===== src/rtl/idst4x4_2d_pkg.sv =====
// Shared constants, types and rounding helper for the 4x4 inverse DST.
// Used by the 2-D engine and its 4-point core.
package idst4x4_2d_pkg;

  localparam int COEF_W     = 16;
  localparam int SUM_W      = 26;
  localparam int SHIFT1_DEF = 7;

  typedef logic signed [COEF_W-1:0] coef_t;
  typedef logic signed [SUM_W-1:0]  sum_t;

  localparam sum_t K29 = 26'sd29;
  localparam sum_t K55 = 26'sd55;
  localparam sum_t K74 = 26'sd74;
  localparam sum_t K84 = 26'sd84;

  localparam logic [1:0] ST_LOAD = 2'd0;
  localparam logic [1:0] ST_COL  = 2'd1;
  localparam logic [1:0] ST_ROW  = 2'd2;
  localparam logic [1:0] ST_OUT  = 2'd3;

  localparam sum_t SAT_MAX = sum_t'((1 << (COEF_W-1)) - 1);
  localparam sum_t SAT_MIN = -SAT_MAX - sum_t'(1);

  // Round half up, floor-shift, then clip to the coefficient range.
  function automatic coef_t round_sat(input sum_t y,
                                      input int unsigned sh);
    sum_t rnd;
    sum_t r;
    rnd = sum_t'(1) <<< (sh - 1);
    r   = (y + rnd) >>> sh;
    if (r > SAT_MAX)
      r = SAT_MAX;
    else if (r < SAT_MIN)
      r = SAT_MIN;
    return r[COEF_W-1:0];
  endfunction

endpackage


===== src/rtl/idst4x4_2d_core.sv =====
// 4-point inverse DST butterfly with a two-register pipeline.
// Operand in cycle t yields its 26-bit sums in cycle t+2.
module idst4_core
  import idst4x4_2d_pkg::*;
(
  input  logic  clk,
  input  logic  rst,
  input  coef_t c_i [4],
  output sum_t  y_o [4]
);

  sum_t e   [4];
  sum_t p_d [8];
  sum_t p_q [8];
  sum_t y_q [4];

  always_comb begin
    for (int k = 0; k < 4; k++)
      e[k] = sum_t'(c_i[k]);
  end

  // Stage 1 splits each output into two partial sums.
  always_comb begin
    p_d[0] = K29*e[0] + K74*e[1];
    p_d[1] = K84*e[2] + K55*e[3];
    p_d[2] = K55*e[0] + K74*e[1];
    p_d[3] = -(K29*e[2]) - K84*e[3];
    p_d[4] = K74*e[0];
    p_d[5] = K74*e[3] - K74*e[2];
    p_d[6] = K84*e[0] - K74*e[1];
    p_d[7] = K55*e[2] - K29*e[3];
  end

  always_ff @(posedge clk or negedge rst) begin
    if (!rst) begin
      for (int i = 0; i < 8; i++)
        p_q[i] <= '0;
      for (int i = 0; i < 4; i++)
        y_q[i] <= '0;
    end else begin
      for (int i = 0; i < 8; i++)
        p_q[i] <= p_d[i];
      for (int i = 0; i < 4; i++)
        y_q[i] <= p_q[2*i] + p_q[2*i+1];
    end
  end

  assign y_o = y_q;

endmodule


===== src/rtl/idst4x4_2d.sv =====
// 2-D 4x4 inverse DST: load rows, column pass, row pass, emit rows.
// One shared 1-D core serves both passes.
module idst4x4_2d #(
  parameter int BIT_DEPTH = 8,
  parameter int SHIFT1    = idst4x4_2d_pkg::SHIFT1_DEF,
  parameter int SHIFT2    = 20 - BIT_DEPTH,
  parameter int COEF_W    = idst4x4_2d_pkg::COEF_W
) (
  input  logic                clk,
  input  logic                rst,
  input  logic                i_valid,
  output logic                i_ready,
  input  logic [4*COEF_W-1:0] i_row,
  output logic                o_valid,
  input  logic                o_ready,
  output logic [4*COEF_W-1:0] o_row,
  output logic [1:0]          o_row_idx,
  output logic                o_busy
);
  import idst4x4_2d_pkg::*;

  logic [1:0] state_q, state_d;
  logic [2:0] cnt_q, cnt_d;

  coef_t cbuf_q [4][4];
  coef_t ebuf_q [4][4];
  coef_t rbuf_q [4][4];

  coef_t core_c [4];
  sum_t  core_y [4];

  logic [1:0] ridx;
  logic [1:0] widx;
  logic       wr_en;
  logic       fire_in;
  logic       fire_out;

  assign ridx     = cnt_q[1:0];
  assign widx     = cnt_q[1:0] - 2'd2;
  assign wr_en    = (cnt_q >= 3'd2);
  assign i_ready  = (state_q == ST_LOAD);
  assign o_valid  = (state_q == ST_OUT);
  assign o_busy   = !i_ready;
  assign fire_in  = i_valid & i_ready;
  assign fire_out = o_valid & o_ready;
  assign o_row_idx = o_valid ? cnt_q[1:0] : 2'd0;

  always_comb begin
    o_row = '0;
    if (o_valid)
      for (int j = 0; j < 4; j++)
        o_row[j*COEF_W +: COEF_W] = rbuf_q[cnt_q[1:0]][j];
  end

  // COL and ROW each last 6 cycles: 4 issues plus 2 pipeline drains.
  always_comb begin
    state_d = state_q;
    cnt_d   = cnt_q;
    unique case (state_q)
      ST_LOAD: if (fire_in) begin
        cnt_d = cnt_q + 3'd1;
        if (cnt_q == 3'd3) begin
          state_d = ST_COL;
          cnt_d   = '0;
        end
      end
      ST_COL: begin
        cnt_d = cnt_q + 3'd1;
        if (cnt_q == 3'd5) begin
          state_d = ST_ROW;
          cnt_d   = '0;
        end
      end
      ST_ROW: begin
        cnt_d = cnt_q + 3'd1;
        if (cnt_q == 3'd5) begin
          state_d = ST_OUT;
          cnt_d   = '0;
        end
      end
      ST_OUT: if (fire_out) begin
        cnt_d = cnt_q + 3'd1;
        if (cnt_q == 3'd3) begin
          state_d = ST_LOAD;
          cnt_d   = '0;
        end
      end
    endcase
  end

  always_ff @(posedge clk or negedge rst) begin
    if (!rst) begin
      state_q <= ST_LOAD;
      cnt_q   <= '0;
    end else begin
      state_q <= state_d;
      cnt_q   <= cnt_d;
    end
  end

  always_comb begin
    for (int k = 0; k < 4; k++)
      core_c[k] = '0;
    if (cnt_q < 3'd4) begin
      if (state_q == ST_COL)
        for (int k = 0; k < 4; k++)
          core_c[k] = cbuf_q[k][ridx];
      else if (state_q == ST_ROW)
        for (int k = 0; k < 4; k++)
          core_c[k] = ebuf_q[ridx][k];
    end
  end

  idst4_core u_core (
    .clk (clk),
    .rst (rst),
    .c_i (core_c),
    .y_o (core_y)
  );

  always_ff @(posedge clk) begin
    if (fire_in)
      for (int j = 0; j < 4; j++)
        cbuf_q[cnt_q[1:0]][j] <= i_row[j*COEF_W +: COEF_W];
    if (state_q == ST_COL && wr_en)
      for (int k = 0; k < 4; k++)
        ebuf_q[k][widx] <= round_sat(core_y[k], SHIFT1);
    if (state_q == ST_ROW && wr_en)
      for (int k = 0; k < 4; k++)
        rbuf_q[widx][k] <= round_sat(core_y[k], SHIFT2);
  end

endmodule


===== config.mk =====
export PLATFORM = sky130hd
export DESIGN_NAME = idst4x4_2d
export DESIGN_NICKNAME = d
export VERILOG_FILES = /design/src/rtl/idst4x4_2d_pkg.sv /design/src/rtl/idst4x4_2d_core.sv /design/src/rtl/idst4x4_2d.sv
export SDC_FILE = /design/constraint.sdc
export NUM_CORES = 2
export LEC_CHECK = 0
export BUFFER_PORTS_ARGS = -buffer_cell sky130_fd_sc_hd__buf_4
export CAP_MARGIN = 20
export CELL_PAD_IN_SITES_DETAIL_PLACEMENT = 1
export CELL_PAD_IN_SITES_GLOBAL_PLACEMENT = 1
export CORE_ASPECT_RATIO = 2
export CORE_MARGIN = 8
export CORE_UTILIZATION = 53
export DETAILED_ROUTE_END_ITERATION = 8
export HOLD_SLACK_MARGIN = 0.05
export PLACE_DENSITY_LB_ADDON = 0.05
export SYNTH_ARGS = -nofsm -noshare
export SYNTH_HDL_FRONTEND = slang
export SYNTH_SLANG_ARGS = --single-unit

===== constraint.sdc =====
create_clock -name clk -period 10.7 [get_ports clk]
set_input_delay 1.605 -clock clk [delete_from_list [all_inputs] [get_ports clk]]
set_output_delay 1.605 -clock clk [all_outputs]
set_load 0.01 [all_outputs]

# Word-level counts from Yosys, hierarchy flattened
# Memories as Yosys holds them, arrays and structs flattened.
# Cells that the tools add are included.
dict set report totals {
  wordCells 157
  romBits 0
  n_memories 3
  input_bits 68
  output_inout_bits 69
  regBits 316
  mem_bits_rw 768
  latch_bits 0
}
dict set report classes {
  shifts 0
  n_lt_le_gt_ge 21
  n_eq_ne 11
  n_addsub 22
  n_mul 13
  n_reduce_logical 8
  muxes 61
  n_bitwise 4
  div_mod_pow 0
}
# memory depth word_bits read_ports rd_ports_with_merged_regs write_ports line
set mem_list {}
lappend mem_list {cbuf_q 4 64 4 0 1 idst4x4_2d.sv:25} ;# coef_t cbuf_q [4][4];
lappend mem_list {ebuf_q 4 64 1 0 4 idst4x4_2d.sv:26} ;# coef_t ebuf_q [4][4];
lappend mem_list {rbuf_q 4 64 1 0 1 idst4x4_2d.sv:27} ;# coef_t rbuf_q [4][4];
# operator n
set ops {}
lappend ops {{16-bit two-way mux} 33}
lappend ops {{64-bit two-way mux} 5}
lappend ops {{26-bit adder} 7}
lappend ops {{7-bit by 16-bit multiplier with 23-bit output, first input constant} 7}
lappend ops {{6-bit by 16-bit multiplier with 22-bit output, first input constant} 6}
lappend ops {{16-bit binary-select mux with 2-bit select} 4}
lappend ops {{26-bit by 13-bit adder with 26-bit output, second input constant} 4}
lappend ops {{26-bit by 8-bit adder with 26-bit output, second input constant} 4}
lappend ops {{26-bit subtractor} 4}
lappend ops {{19-bit by 16-bit > comparator with 1-bit output, second input constant} 4}
lappend ops {{19-bit by 16-bit < comparator with 1-bit output, second input constant} 4}
lappend ops {{14-bit by 16-bit > comparator with 1-bit output, second input constant} 4}
lappend ops {{14-bit by 16-bit < comparator with 1-bit output, second input constant} 4}
lappend ops {{16-bit demux with 2-bit select} 1}
lappend ops {{26-bit negation} 1}
lappend ops {{2-bit two-way mux} 7}
lappend ops {{3-bit two-way mux} 4}
lappend ops {{3-bit case mux with 3 select lines} 1}
lappend ops {{2-bit by 1-bit != test with 1-bit output, second input constant} 4}
lappend ops {{2-bit case mux with 4 select lines} 1}
lappend ops {{3-bit >= comparator, second input constant} 2}
lappend ops {{2-bit inverter with 3-bit output} 2}
lappend ops {{6-bit AND reduction} 1}
lappend ops {{1-bit two-way mux} 5}
lappend ops {{16 further kinds} 21}

# Depth between registers and ports, before layout
dict set report depth {
  word_depth 9
  depth_mapped 35
  depth_no_buf 32
}

# Modules after synthesis
# A second synthesis with hierarchy kept.
dict set report unflattened {
  hier_cells 6084
  area_unflattened_um2 72592.1
}
# mod cells_each n_inst area_each_um2 seq_area_each_um2
set modules_own_cells {}
lappend modules_own_cells {idst4_core 4325 1 40791.6 7407.1}
lappend modules_own_cells {idst4x4_2d 1759 1 31800.5 22706.8}

# Least setup slack after synthesis
# OpenSTA, ideal clock, no wires.
dict set report synth_timing {
  kind {reg2reg}
  startpoint {register cnt_q[0]}
  endpoint {register u_core.p_q[127] (netlist name)}
  setup_ns 0.079
  path_slack_ns 2.784
  n_path_buf 5
  t_arrival_ns 7.836
  synth_period_minus_slack_ns 7.916
  stages_incl_launch_ff 32
  t_required_ns 10.621
  cell_sequence {dfrtp_1 > buf_6 > buf_2 > buf_2 > buf_1 > buf_2 > mux4_2 > a22oi_1 > nor2_1 > ha_1 > ha_1 > inv_1 > fa_1 > inv_1 > ha_1 > fa_1 > a21o_1 > a21oi_1 > nor2b_1 > o21a_1 > o41ai_1 > o21ai_0 > o41ai_1 > o21ai_0 > xnor2_1 > ha_1 > ha_1 > nand2_1 > nor4b_1 > o21bai_1 > a21boi_0 > xor2_1}
}
# element line
set synth_rtl {}
lappend synth_rtl {{from (decl)} idst4x4_2d.sv:23} ;# logic [2:0] cnt_q, cnt_d;
lappend synth_rtl {{from (signal assigned)} idst4x4_2d.sv:97} ;# cnt_q <= cnt_d;
lappend synth_rtl {{to (signal, indexed assignment)} idst4x4_2d_core.sv:42} ;# p_q[i] <= p_d[i];
lappend synth_rtl {{to (decl)} idst4x4_2d_core.sv:14} ;# sum_t p_q [8];

==> flow_summary_export.csv <==
group,metric,value,unit
grt,grt_start_max_net_pins,128,
final_layout,syn2layout_area_growth,9.46,%
logic_synthesis,yosysWarnings,0,
placement,place_hpwl,206,mm
clocking,cts_buffers,89,
clocking,root_buffer,"clkbuf_16",
placement,routabilityCongestion,1.00,
sta,max_freq,105,MHz
final_layout,multiInputGateArea,38700,um^2
detailed_routing,wl_per_cell,30.4,um
sta,worst_pin_slew,1240,ps
die,die_w,277,um
sta,rsz0062_at_grt,"false",
setup_path,cp_top_family,"compound AO/OA/AOI/OAI gates",
placement,io_buffers,136,
clocking,clockBufferDepth,3,
detailed_routing,drc,0,
die,die_h,538,um
die,ios,137,
status,outcome,"finished, final reports clean",
setup_path,cp-end-kind,"register",
grt,grt_pass1_vias,56400,
detailed_routing,drt-total-wl,252,mm
logic_synthesis,synth_fp_nets,7425,
setup_path,path_max_fanout,32,
die,dieArea,149000,um^2
sta,max_slew_margin,0.170,
clocking,post_cts_buffers,0,
final_layout,seq_area,29700,um^2
logic_synthesis,synth_area_leader_cell,"edfxtp_1",
sta,period_share,0.886,
sta,maxSlewViolCount,0,
logic_synthesis,synth_top_area_frac,0.313,
setup_path,worst_path_max_delay_cell,"o41ai_2",
setup_path,cp.arrival,10110,ps
grt,grtUsageTotal,0.336,
final_layout,nets,7649,
detailed_routing,vias,50200,
clocking,clock_sinks,1037,
grt,grt_pass1_wl,363,mm
logic_synthesis,synth.most_common_cell,"inv_1",
clocking,htreeDepth,3,
die,core_area,135000,um^2
detailed_routing,dr.first_iter.drc_count,2501,
logic_synthesis,async_flop_share,0.275,
clocking,worstSkewPairLatency,740,ps
grt,overflow,0,
final_layout,drive_gt1_frac,0.104,
sta,hold_viol_final,0,
logic_synthesis,ys.flop_type,"edfxtp_1",
logic_synthesis,synth_edf_count,752,
sta,finalCriticalPeriod,9480,ps
sta,finalSetupViolCount,0,
grt,grt_antenna_before_repair,14,
setup_path,required,11330,ps
logic_synthesis,yosysSeqAreaShare,0.412,
setup_path,crit_buf_inv,5,
sta,tns,0,ps
logic_synthesis,synthTopCellsByCount,"inv_1, ha_1, edfxtp_1",
setup_path,cpPeakStageDelay,890,ps
logic_synthesis,synth_cell_types,85,
clocking,cts_tree,"yes",
min_path,holdCritPathClass,"reg -> reg",
final_layout,fillers,14100,
logic_synthesis,ys_ff_latch,1037,
run,drv_cap,0,
logic_synthesis,syn_area,72100,um^2
clocking,cts_resized,0,
setup_path,start_kind,"register",
clocking,clk_pin_slew,70,ps
setup_path,cp_common_cell,"ha_1",
setup_path,worstSetupPathType,"reg -> reg",
detailed_routing,first_pass_iters,5,
detailed_routing,ant_nets,0,
logic_synthesis,synth_cells,6234,
die,start_util,0.533,
clocking,postCtsHoldBufs,0,
logic_synthesis,syn_area_per_cell,11.6,um^2
logic_synthesis,synth.top_cells.by_area,"edfxtp_1, ha_1, dfrtp_1",
die,rows,191,
detailed_routing,vias_per_cell,6.07,
sta,skew,59.5,ps
final timing paths:
path / from / end / slack, ps / depth (start not counted)
min in group asynchronous: rst / u_core.p_q[72]$_DFF_PN0_ / 890 / 1
worst min register to register: u_core.p_q[77]$_DFF_PN0_ / u_core.y_o[51]$_DFF_PN0_ / 590 / 2
worst min-delay path: u_core.p_q[77]$_DFF_PN0_ / u_core.y_o[51]$_DFF_PN0_ / 590 / 2
worst max register to register: state_q[0]$_DFFE_PN0P_ / u_core.p_q[127]$_DFF_PN0_ / 1220 / 30
max in group asynchronous: rst / u_core.y_o[67]$_DFF_PN0_ / 8280 / 2
worst max-delay path: state_q[0]$_DFFE_PN0P_ / u_core.p_q[127]$_DFF_PN0_ / 1220 / 30
worst reg2reg max path, delay by kind of cell (launching register included):
kind,cells,cell delay (ps)
buffers and inverters,5,800
adder cells (fa/ha/maj),8,2750
XOR/XNOR,2,320
AND/OR/NAND/NOR,5,1780
AO/OA/AOI/OAI,10,3340
flip-flops,1,420
layer usage:
metal | up-vias | track usage | wire (um)
met1 | 25600 | 0.289 | 76000
met5 | - | 0 | 0
met3 | 761 | 0.0442 | 9110
met2 | 1359 | 0.645 | 136000
met4 | 0 | 0.330 | 30600
li1 | 22500 | - | -
stage by stage:
step	hold slack, ps	setup WS, ps	cell area (um^2)	std cells	utilization
after floorplan	533	2780	72100	6234	-
after global placement	560	1580	75700	8096	0.560
after detailed placement	594	1360	75800	8100	0.560
after CTS	598	1280	78900	8266	0.583
after global routing	613	792	78900	8271	0.584
final	590	1220	78900	8272	0.584
sequential cells by signal, indices dropped and copies added (netlist names):
name,flops
cnt_q,3
ebuf_q,256
cbuf_q,256
u_core.y_o,80
u_core.p_q,200
rbuf_q,240
state_q,2
logic make-up after synthesis:
group | Yosys count | share of synthesized area
compound gates | 1140 | 0.103
buf+inv | 994 | 0.0524
mux | 198 | 0.0602
fa+ha+maj | 1124 | 0.222
flops | 1037 | 0.412
simple gates | 1156 | 0.0790
xor+xnor | 585 | 0.0711
area by class of cell:
cell class	count	area share
Clock inverter	62	0.0103
Sequential cell	1037	0.377
Clock buffer	104	0.0296
Antenna cell	2	0.0000634
Timing Repair Buffer	238	0.0239
Tap cell	1737	0.0275
Multi-Input combinational cell	4203	0.490
Inverter	889	0.0423
placed cells by master (no fill, tap or decap), types with 50 or more instances in the layout:
master	Yosys	final
inv_1	888	888
ha_1	859	857
edfxtp_1	752	752
xnor2_1	379	379
nor2_1	323	322
a21oi_1	296	296
dfrtp_1	285	282
fa_1	264	264
buf_4	4	228
o21ai_0	239	226
xor2_1	206	206
nand2_1	202	202
mux4_2	187	187
a21o_1	138	138
nor3_1	119	119
nand3_1	104	104
clkbuf_16	0	89
o21a_1	82	82
and2_1	83	75
a22oi_1	67	67
or2_2	58	58
nand2b_1	56	56
nor2b_1	51	50
Power is left out: the tool's default activity adds up to more than one toggle a clock period on the data nets, which glitch-free logic cannot reach.
